$ cat config.mk
export PLATFORM = sky130hd
export DESIGN_NAME = conv_stage_gen
export DESIGN_NICKNAME = d
export VERILOG_FILES = /design/src/rtl/conv_stage_gen.sv
export SDC_FILE = /design/constraint.sdc
export NUM_CORES = 2
export LEC_CHECK = 0
export CORE_ASPECT_RATIO = 1.5
export CORE_MARGIN = 2
export CORE_UTILIZATION = 68
export CTS_CLUSTER_SIZE = 8
export DETAILED_ROUTE_END_ITERATION = 8
export HOLD_SLACK_MARGIN = 0.15
export PLACE_DENSITY = 0.82
export SYNTH_ARGS = -nofsm -noshare
export SYNTH_HDL_FRONTEND = slang
export SYNTH_SLANG_ARGS = --single-unit
$ cat constraint.sdc
create_clock -name clk -period 18.9 [get_ports clk]
set_input_delay 3.78 -clock clk [delete_from_list [all_inputs] [get_ports clk]]
set_output_delay 3.78 -clock clk [all_outputs]
set_load 0.02 [all_outputs]
$ cat src/rtl/conv_stage_gen.sv
// conv_stage_gen: 3x3 stride-1 valid convolution over an IMG x IMG x CH map loaded from BRAM,
// streaming NFILT x OUT x OUT results. Define CONV_STAGE_RELU_EN to clamp results at zero.
module conv_stage_gen #(
    parameter int unsigned DATA_W = 17,
    parameter int unsigned COEF_W = 17,
    parameter int unsigned IMG    = 8,
    parameter int unsigned CH     = 3,
    parameter int unsigned NFILT  = 4,
    localparam int unsigned OUT   = IMG - 2,
    localparam int unsigned NBUF  = IMG * IMG * CH,
    localparam int unsigned NTAP  = 9 * CH,
    localparam int unsigned NCOEF = NFILT * NTAP,
    localparam int unsigned ACC_W = DATA_W + 1 + COEF_W + $clog2(NTAP),
    localparam int unsigned AW    = (NBUF > 1) ? $clog2(NBUF) : 1,
    localparam int unsigned CW    = (NCOEF > 1) ? $clog2(NCOEF) : 1,
    localparam int unsigned FW    = (NFILT > 1) ? $clog2(NFILT) : 1,
    localparam int unsigned OW    = (OUT > 1) ? $clog2(OUT) : 1
) (
    input  logic                     clk,
    input  logic                     reset,
    input  logic                     start,
    output logic                     busy,
    output logic                     rd_en,
    output logic [AW-1:0]            rd_addr,
    input  logic [DATA_W-1:0]        rd_data,
    output logic [CW-1:0]            coef_addr,
    input  logic [COEF_W-1:0]        coef_data,
    output logic                     out_valid,
    input  logic                     out_ready,
    output logic signed [ACC_W-1:0]  out_data,
    output logic [FW-1:0]            out_filt,
    output logic [OW-1:0]            out_row,
    output logic [OW-1:0]            out_col,
    output logic                     done
);

    localparam int unsigned KW     = $clog2(NTAP + 1);
    localparam int unsigned CHW    = (CH > 1) ? $clog2(CH) : 1;
    localparam int unsigned PROD_W = DATA_W + 1 + COEF_W;

    typedef enum logic [2:0] {IDLE, LOAD, MAC, EMIT, FIN} state_t;

    state_t                    state_q, state_d;
    logic                      busy_q, busy_d, rd_en_q, rd_en_d, done_q, done_d;
    logic [AW-1:0]             rd_addr_q, rd_addr_d, wr_addr_q, wr_addr_d;
    logic                      wr_pend_q, wr_pend_d, tap_vld_q, tap_vld_d;
    logic [CW-1:0]             coef_addr_q, coef_addr_d;
    logic [KW-1:0]             kcnt_q, kcnt_d;
    logic [CHW-1:0]            ch_q, ch_d;
    logic [1:0]                kr_q, kr_d, kc_q, kc_d;
    logic [DATA_W-1:0]         act_q, act_d;
    logic signed [ACC_W-1:0]   acc_q, acc_d, out_data_q, out_data_d;
    logic                      out_valid_q, out_valid_d;
    logic [FW-1:0]             filt_q, filt_d;
    logic [OW-1:0]             row_q, row_d, col_q, col_d;

    logic [DATA_W-1:0]         mem_q [NBUF];

    logic [AW-1:0]             act_idx_c;
    logic signed [DATA_W:0]    act_s_c;
    logic signed [COEF_W-1:0]  coef_s_c;
    logic signed [PROD_W-1:0]  prod_c;
    logic signed [ACC_W-1:0]   acc_sum_c, res_c;
    logic                      last_c;

    // Unsigned activation widened by a zero bit so the multiply stays signed.
    assign act_idx_c = AW'((32'(ch_q) * IMG + 32'(row_q) + 32'(kr_q)) * IMG
                           + 32'(col_q) + 32'(kc_q));
    assign act_s_c   = {1'b0, act_q};
    assign coef_s_c  = coef_data;
    assign prod_c    = act_s_c * coef_s_c;
    assign acc_sum_c = acc_q + ACC_W'(prod_c);
    assign last_c    = (filt_q == FW'(NFILT - 1)) && (row_q == OW'(OUT - 1))
                       && (col_q == OW'(OUT - 1));

`ifdef CONV_STAGE_RELU_EN
    assign res_c = acc_sum_c[ACC_W-1] ? '0 : acc_sum_c;
`else
    assign res_c = acc_sum_c;
`endif

    always_comb begin
        state_d     = state_q;
        busy_d      = busy_q;
        rd_en_d     = 1'b0;
        rd_addr_d   = rd_addr_q;
        wr_pend_d   = rd_en_q;
        wr_addr_d   = rd_addr_q;
        coef_addr_d = coef_addr_q;
        kcnt_d      = kcnt_q;
        ch_d        = ch_q;
        kr_d        = kr_q;
        kc_d        = kc_q;
        tap_vld_d   = 1'b0;
        act_d       = act_q;
        acc_d       = acc_q;
        out_valid_d = out_valid_q;
        out_data_d  = out_data_q;
        filt_d      = filt_q;
        row_d       = row_q;
        col_d       = col_q;
        done_d      = 1'b0;
        case (state_q)
            IDLE: begin
                if (start) begin
                    state_d   = LOAD;
                    busy_d    = 1'b1;
                    rd_en_d   = 1'b1;
                    rd_addr_d = '0;
                end
            end
            LOAD: begin
                if (rd_en_q && (rd_addr_q != AW'(NBUF - 1))) begin
                    rd_en_d   = 1'b1;
                    rd_addr_d = rd_addr_q + AW'(1);
                end
                if (wr_pend_q && (wr_addr_q == AW'(NBUF - 1))) begin
                    state_d     = MAC;
                    filt_d      = '0;
                    row_d       = '0;
                    col_d       = '0;
                    kcnt_d      = '0;
                    ch_d        = '0;
                    kr_d        = '0;
                    kc_d        = '0;
                    acc_d       = '0;
                    coef_addr_d = '0;
                end
            end
            MAC: begin
                if (tap_vld_q) acc_d = acc_sum_c;
                if (kcnt_q != KW'(NTAP)) begin
                    tap_vld_d = 1'b1;
                    act_d     = mem_q[act_idx_c];
                    kcnt_d    = kcnt_q + KW'(1);
                    // Coefficient addresses are consecutive across ch/kr/kc for one filter.
                    if (kcnt_q != KW'(NTAP - 1)) begin
                        coef_addr_d = coef_addr_q + CW'(1);
                        if (kc_q == 2'd2) begin
                            kc_d = 2'd0;
                            if (kr_q == 2'd2) begin
                                kr_d = 2'd0;
                                ch_d = ch_q + CHW'(1);
                            end else begin
                                kr_d = kr_q + 2'd1;
                            end
                        end else begin
                            kc_d = kc_q + 2'd1;
                        end
                    end
                end else begin
                    state_d     = EMIT;
                    out_valid_d = 1'b1;
                    out_data_d  = res_c;
                end
            end
            EMIT: begin
                if (out_ready) begin
                    out_valid_d = 1'b0;
                    if (last_c) begin
                        state_d = FIN;
                        done_d  = 1'b1;
                        busy_d  = 1'b0;
                    end else begin
                        if (col_q == OW'(OUT - 1)) begin
                            col_d = '0;
                            if (row_q == OW'(OUT - 1)) begin
                                row_d  = '0;
                                filt_d = filt_q + FW'(1);
                            end else begin
                                row_d = row_q + OW'(1);
                            end
                        end else begin
                            col_d = col_q + OW'(1);
                        end
                        state_d     = MAC;
                        kcnt_d      = '0;
                        ch_d        = '0;
                        kr_d        = '0;
                        kc_d        = '0;
                        acc_d       = '0;
                        coef_addr_d = CW'(32'(filt_d) * NTAP);
                    end
                end
            end
            FIN:     state_d = IDLE;
            default: state_d = IDLE;
        endcase
    end

    always_ff @(posedge clk or posedge reset) begin
        if (reset) begin
            state_q     <= IDLE;
            busy_q      <= 1'b0;
            rd_en_q     <= 1'b0;
            rd_addr_q   <= '0;
            wr_pend_q   <= 1'b0;
            wr_addr_q   <= '0;
            coef_addr_q <= '0;
            kcnt_q      <= '0;
            ch_q        <= '0;
            kr_q        <= '0;
            kc_q        <= '0;
            tap_vld_q   <= 1'b0;
            act_q       <= '0;
            acc_q       <= '0;
            out_valid_q <= 1'b0;
            out_data_q  <= '0;
            filt_q      <= '0;
            row_q       <= '0;
            col_q       <= '0;
            done_q      <= 1'b0;
        end else begin
            state_q     <= state_d;
            busy_q      <= busy_d;
            rd_en_q     <= rd_en_d;
            rd_addr_q   <= rd_addr_d;
            wr_pend_q   <= wr_pend_d;
            wr_addr_q   <= wr_addr_d;
            coef_addr_q <= coef_addr_d;
            kcnt_q      <= kcnt_d;
            ch_q        <= ch_d;
            kr_q        <= kr_d;
            kc_q        <= kc_d;
            tap_vld_q   <= tap_vld_d;
            act_q       <= act_d;
            acc_q       <= acc_d;
            out_valid_q <= out_valid_d;
            out_data_q  <= out_data_d;
            filt_q      <= filt_d;
            row_q       <= row_d;
            col_q       <= col_d;
            done_q      <= done_d;
        end
    end

    // Feature-map buffer survives reset; every job reloads it completely.
    always_ff @(posedge clk) begin
        if (wr_pend_q) mem_q[wr_addr_q] <= rd_data;
    end

    assign busy      = busy_q;
    assign rd_en     = rd_en_q;
    assign rd_addr   = rd_addr_q;
    assign coef_addr = coef_addr_q;
    assign out_valid = out_valid_q;
    assign out_data  = out_data_q;
    assign out_filt  = filt_q;
    assign out_row   = row_q;
    assign out_col   = col_q;
    assign done      = done_q;

endmodule

After elaboration in Yosys (flattened, before gate mapping)
Memories as Yosys holds them, arrays and structs flattened. A register that Yosys moved wholly into a read port is not among the register bits.
Cells that the tools add are included.
{ "word_totals": {"regBits": 131, "latch_bits": 0, "mem_bits_rw": 3264, "rom_bits": 0, "inputBits": 38, "elab_cells": 162, "mem_count": 1} }
{ "mem_list": {"columns": ["name", "depth", "width", "rd", "rd_clocked_by_memory_dff", "write_ports", "line_no", "source"], "rows": [
  ["mem_q", 192, 17, 1, 1, 1, "57", "logic [DATA_W-1:0] mem_q [NBUF];"]
]} }
{ "op_classes": {"n_addsub": 14, "n_mul": 2, "n_div": 0, "order_cmp": 0, "n_eq_ne": 25, "shifts": 0, "n_mux": 77, "bitwise": 1, "n_reduce_logical": 23} }
{ "ops": {"columns": ["op", "count"], "rows": [
  ["40-bit two-way mux", 4],
  ["40-bit one-hot mux with 3 select lines", 1],
  ["2-bit two-way mux", 21],
  ["40-bit by 35-bit adder with 40-bit output", 1],
  ["3-bit two-way mux", 13],
  ["18-bit by 17-bit multiplier with 35-bit output", 1],
  ["7-bit two-way mux", 5],
  ["2-bit inequality test, second input constant", 13],
  ["7-bit one-hot mux with 3 select lines", 1],
  ["5-bit two-way mux", 4],
  ["2-bit one-hot mux with 3 select lines", 3],
  ["8-bit two-way mux", 2],
  ["8-bit one-hot mux with 2 select lines", 1],
  ["5-bit one-hot mux with 3 select lines", 1],
  ["5-bit AND reduction", 3],
  ["1-bit two-way mux", 14],
  ["3-bit one-hot mux with 2 select lines", 2],
  ["3-bit one-hot mux with 4 select lines", 1],
  ["4-bit AND reduction", 3],
  ["5-bit inequality test, second input constant", 2],
  ["2-bit by 1-bit adder with 2-bit output, second input constant", 4],
  ["8-bit by 1-bit adder with 8-bit output, second input constant", 1],
  ["8-bit by 2-bit adder with 8-bit output", 1],
  ["8-bit by 3-bit adder with 8-bit output", 1],
  ["24 further kinds", 39]
]} }

Logic depth before layout (Yosys ltp)
{ "logic_depth": {"word_depth": 10, "mapped_depth": 24} }

Worst setup path before layout
OpenSTA, ideal clock, no wires.
{ "synth_path": {"path_type": "input-to-reg", "startpoint": "input coef_data[8]", "endpoint": "register out_data_q[32] (netlist: out_data[32])", "setup_time_ps": 131, "t_arrival_ps": 9533, "t_required_ps": 18769, "slack_ps": 9236, "path_stages": 21, "n_path_buf": 2, "cell_sequence": "clkbuf_1 > clkbuf_1 > nand2_1 > fa_1 > inv_1 > fa_1 > fa_1 > fa_1 > inv_1 > fa_1 > fa_1 > inv_1 > ha_1 > and2_1 > a2111o_1 > a2111o_1 > a311oi_1 > nor3_1 > a41oi_1 > xor2_1 > o21ai_0"} }
{ "synth_via": {"elab_chain_cells": 2} }
{ "synth_rtl": {"columns": ["item", "line_no", "source"], "rows": [
  ["start, declared", "27", "input logic [COEF_W-1:0] coef_data,"],
  ["18-bit by 17-bit multiplier with 35-bit output", "71", "assign prod_c = act_s_c * coef_s_c;"],
  ["40-bit by 35-bit adder with 40-bit output", "72", "assign acc_sum_c = acc_q + ACC_W'(prod_c);"],
  ["end signal, assigned", "229", "out_data_q <= out_data_d;"],
  ["end, declared", "52", "logic signed [ACC_W-1:0] acc_q, acc_d, out_data_q, out_data_d;"]
]} }
Every way passes these cells.
A chain may end at the register's enable or synchronous reset.

Final worst setup path
{ "layout_path": {"startpoint": "input coef_data[11]", "endpoint": "register out_data_q[32] (netlist: out_data[32])"} }
The elaborated chain is that of the path after synthesis.

==> run metrics <==
Top Metal Used=met5; Layout Cells excl Fill=10400; CTS Buffer Depth=4; Nets=7939; Metal-1 WL=130000 um; vias in the first global route=82700; FMAX=92.9 MHz; First DRT Iteration DRCs=14800; sequential cell area=102000 um2; largest area contributor in the netlist=edfxtp_1; clk sink count=3412; Mapped Nets=7438; post_cts resized=0; DP HPWL=231000 um; CTS tree=built; Cell Area, Synth=142000 um2; met2 WL=210000 um; syn avg cell area=20.4 um2; clock skew=0.0782 ns; first-pass GRT wire length=628000 um; RSZ-0062 raised after global routing=false; router iterations before antenna repair=9; crit path capture type=register; depth of the CTS H-tree=5; die width=377 um; placed cell count=9811; Synth cell types=71; initial antenna violation count=30; crit path kind=primary input to register; Rows=205; register area share after synthesis=71.5%; Slew @ Worst Pin=1.46 ns; Overflow after GRT=0; register bit total from synthesis=3412; Yosys top cell area share=68.9%; Vias per Instance=7.68; CP Data Arrival Time=11.51 ns; worst-skew pair later-pin latency=0.97 ns; # setup viols final=0; EDFF count, synth=3264; FFs w/ async S/R, synth=4.34%; Antenna Nets Post-Route=0; drt drc=2; Root Driver=clkbuf_16; die area=213000 um2; Tcrit/Tclk final=56.9%; Relative slew margins=2.27%; Die Span Y=564 um; IO buf count=104; status=finished with violations; setup TNS=0 ns; Final min period=10.76 ns; Hold Worst Slack=0.474 ns; share of cells above drive strength 1=25.3%; RePlAce Congestion=0.922; failing checks=DRC; Worst setup SP type=primary input; Initial Util=68.4%; largest net degree at the start of global routing=130; final instance area=160000 um2; DR vias=79900; post-CTS setup buffers=0; drt wl/cell=42.7 um; Yosys warning total=0; Synth-to-Final Area Change=12.8%; Primary FF master, synth=edfxtp_1; Cells after Synth=6987; Hold Vio Cnt, Final=0; Clock transition at path regs=0.06 ns; GRT Total Usage=42.8%; Met3 Routed Length=61700 um; core area=208000 um2; Num CTS Buffers=469; io pins=105; Multi-input gate area=37900 um2; max-slew violation count=0; Layout fillers=9500; worst hold-check path type=register to register; Hold-fix buffers, CTS=0; final WL=445000 um; Area contributors post-synth=edfxtp_1 69%, mux4_2 16%, fa_1 3.7%; DP Area=148000 um2; WP data required=19.65 ns; worst-path fanout max=17; Max-Cap Viols=0
routing by layer:
layer / vias up / global-route usage, %
li1: 28800 / -
met1: 40400 / 51.7
met2: 8467 / 66.1
met3: 2207 / 12.3
met4: 28 / 32.7
met5: - / 0
worst paths after layout:
path,from,to,slack [ns],depth (start not counted)
setup / recovery,coef_data[11],out_data[32],8.14,21
hold / removal,out_data[17],out_data[17],0.47,2
setup reg to reg,out_col[0],act_q[0],11.10,12
hold reg to reg,out_data[17],out_data[17],0.47,2
max in group asynchronous,reset,acc_q[3],13.98,3
min in group asynchronous,reset,out_filt[1],3.38,2
registers in the layout (all words and copies together), names as in the netlist, 2 cells and up:
name and count:
ch_q 2, wr_addr_q 8, rd_addr 8, acc_q 40, state_q 3, out_filt 2, kc_q 2, coef_addr 7
out_col 3, mem_q 3264, out_row 3, out_data 40, act_q 17, kr_q 2, kcnt_q 5
worst max-delay path, cell delays in order:
cell	delay (ns)
clkdlybuf4s50_1	0.94
and2_1	0.48
fa_1	0.57
inv_1	0.07
fa_1	0.50
fa_1	0.49
inv_1	0.05
fa_1	0.48
inv_1	0.05
fa_1	0.45
fa_1	0.50
inv_1	0.04
ha_1	0.35
and2_1	0.23
a2111o_1	0.46
a2111o_1	0.40
a311oi_1	0.80
nor3_1	0.25
a41oi_1	0.31
xor2_1	0.20
o21ai_0	0.11
stage by stage:
stage	setup WS (ns)	utilization, %
global route	7.87	77.1
detailed placement	7.42	71.1
floorplan	9.24	-
CTS	8.28	77.1
global placement	7.54	71.1
finish	8.14	77.1
area by class of cell:
cell class,count,share of cell area (%)
clock buffer,572,7.69
tap,2794,2.18
timing repair buffer,386,2.03
sequential,3412,63.4
inverter,395,0.927
clock inverter,15,0.146
antenna,12,0.0187
multi-input combinational,2824,23.6
cells in the final DEF (no fill, tap or decap), types with 11 or more instances in the layout:
cell type        netlist  routed
inv_1                395     394
nand2_1              362     362
dfrtp_1              148     148
nand3_1               63      61
nor3_1                30      20
xor2_1                23      19
clkbuf_16              0     478
a31oi_1               12      11
buf_6                  6      17
a21oi_1               55      55
nand4_1               49      49
and3_1                11      11
o21ai_0               68      68
mux4_2              1006    1006
a22oi_1               76      76
diode_2                0      12
fa_1                 261     260
clkdlybuf4s50_1        0      87
o2111a_1              11      11
xnor2_1               25      23
clkbuf_1             194      92
nor2_2                 0      75
nor2_1               247     167
and2_1               152     151
buf_4                 23     276
ha_1                 152     151
nand2b_1              18      18
a21o_1                21      21
nor2b_1               23      23
edfxtp_1            3264    3264
a22o_1                30      30
cells in the mapped netlist (23+ instances only):
| master | number |
|---|---|
| edfxtp_1 | 3264 |
| mux4_2 | 1006 |
| inv_1 | 395 |
| nand2_1 | 362 |
| fa_1 | 261 |
| nor2_1 | 247 |
| clkbuf_1 | 194 |
| and2_1 | 152 |
| ha_1 | 152 |
| dfrtp_1 | 148 |
| buf_2 | 117 |
| a22oi_1 | 76 |
| o21ai_0 | 68 |
| nand3_1 | 63 |
| a21oi_1 | 55 |
| nand4_1 | 49 |
| a22o_1 | 30 |
| nor3_1 | 30 |
| xnor2_1 | 25 |
| buf_4 | 23 |
| nor2b_1 | 23 |
| xor2_1 | 23 |
logic make-up (layout without fill, tap and decap cells):
family,count (synthesis),in the layout,synth area share [%]
DFF,3412,3412,71.5
muxes,1024,1024,16.1
and+or+nand+nor,982,982,3.18
buffers and inverters,751,1368,2.18
adders and majority gates,413,413,5.01
AOI/OAI and AO/OA,356,356,1.75
xor gates and xnor gates,49,49,0.307
other,0,12,0
Power is left out: the tool's default activity adds up to more than one toggle a clock period on the data nets, which glitch-free logic cannot reach.
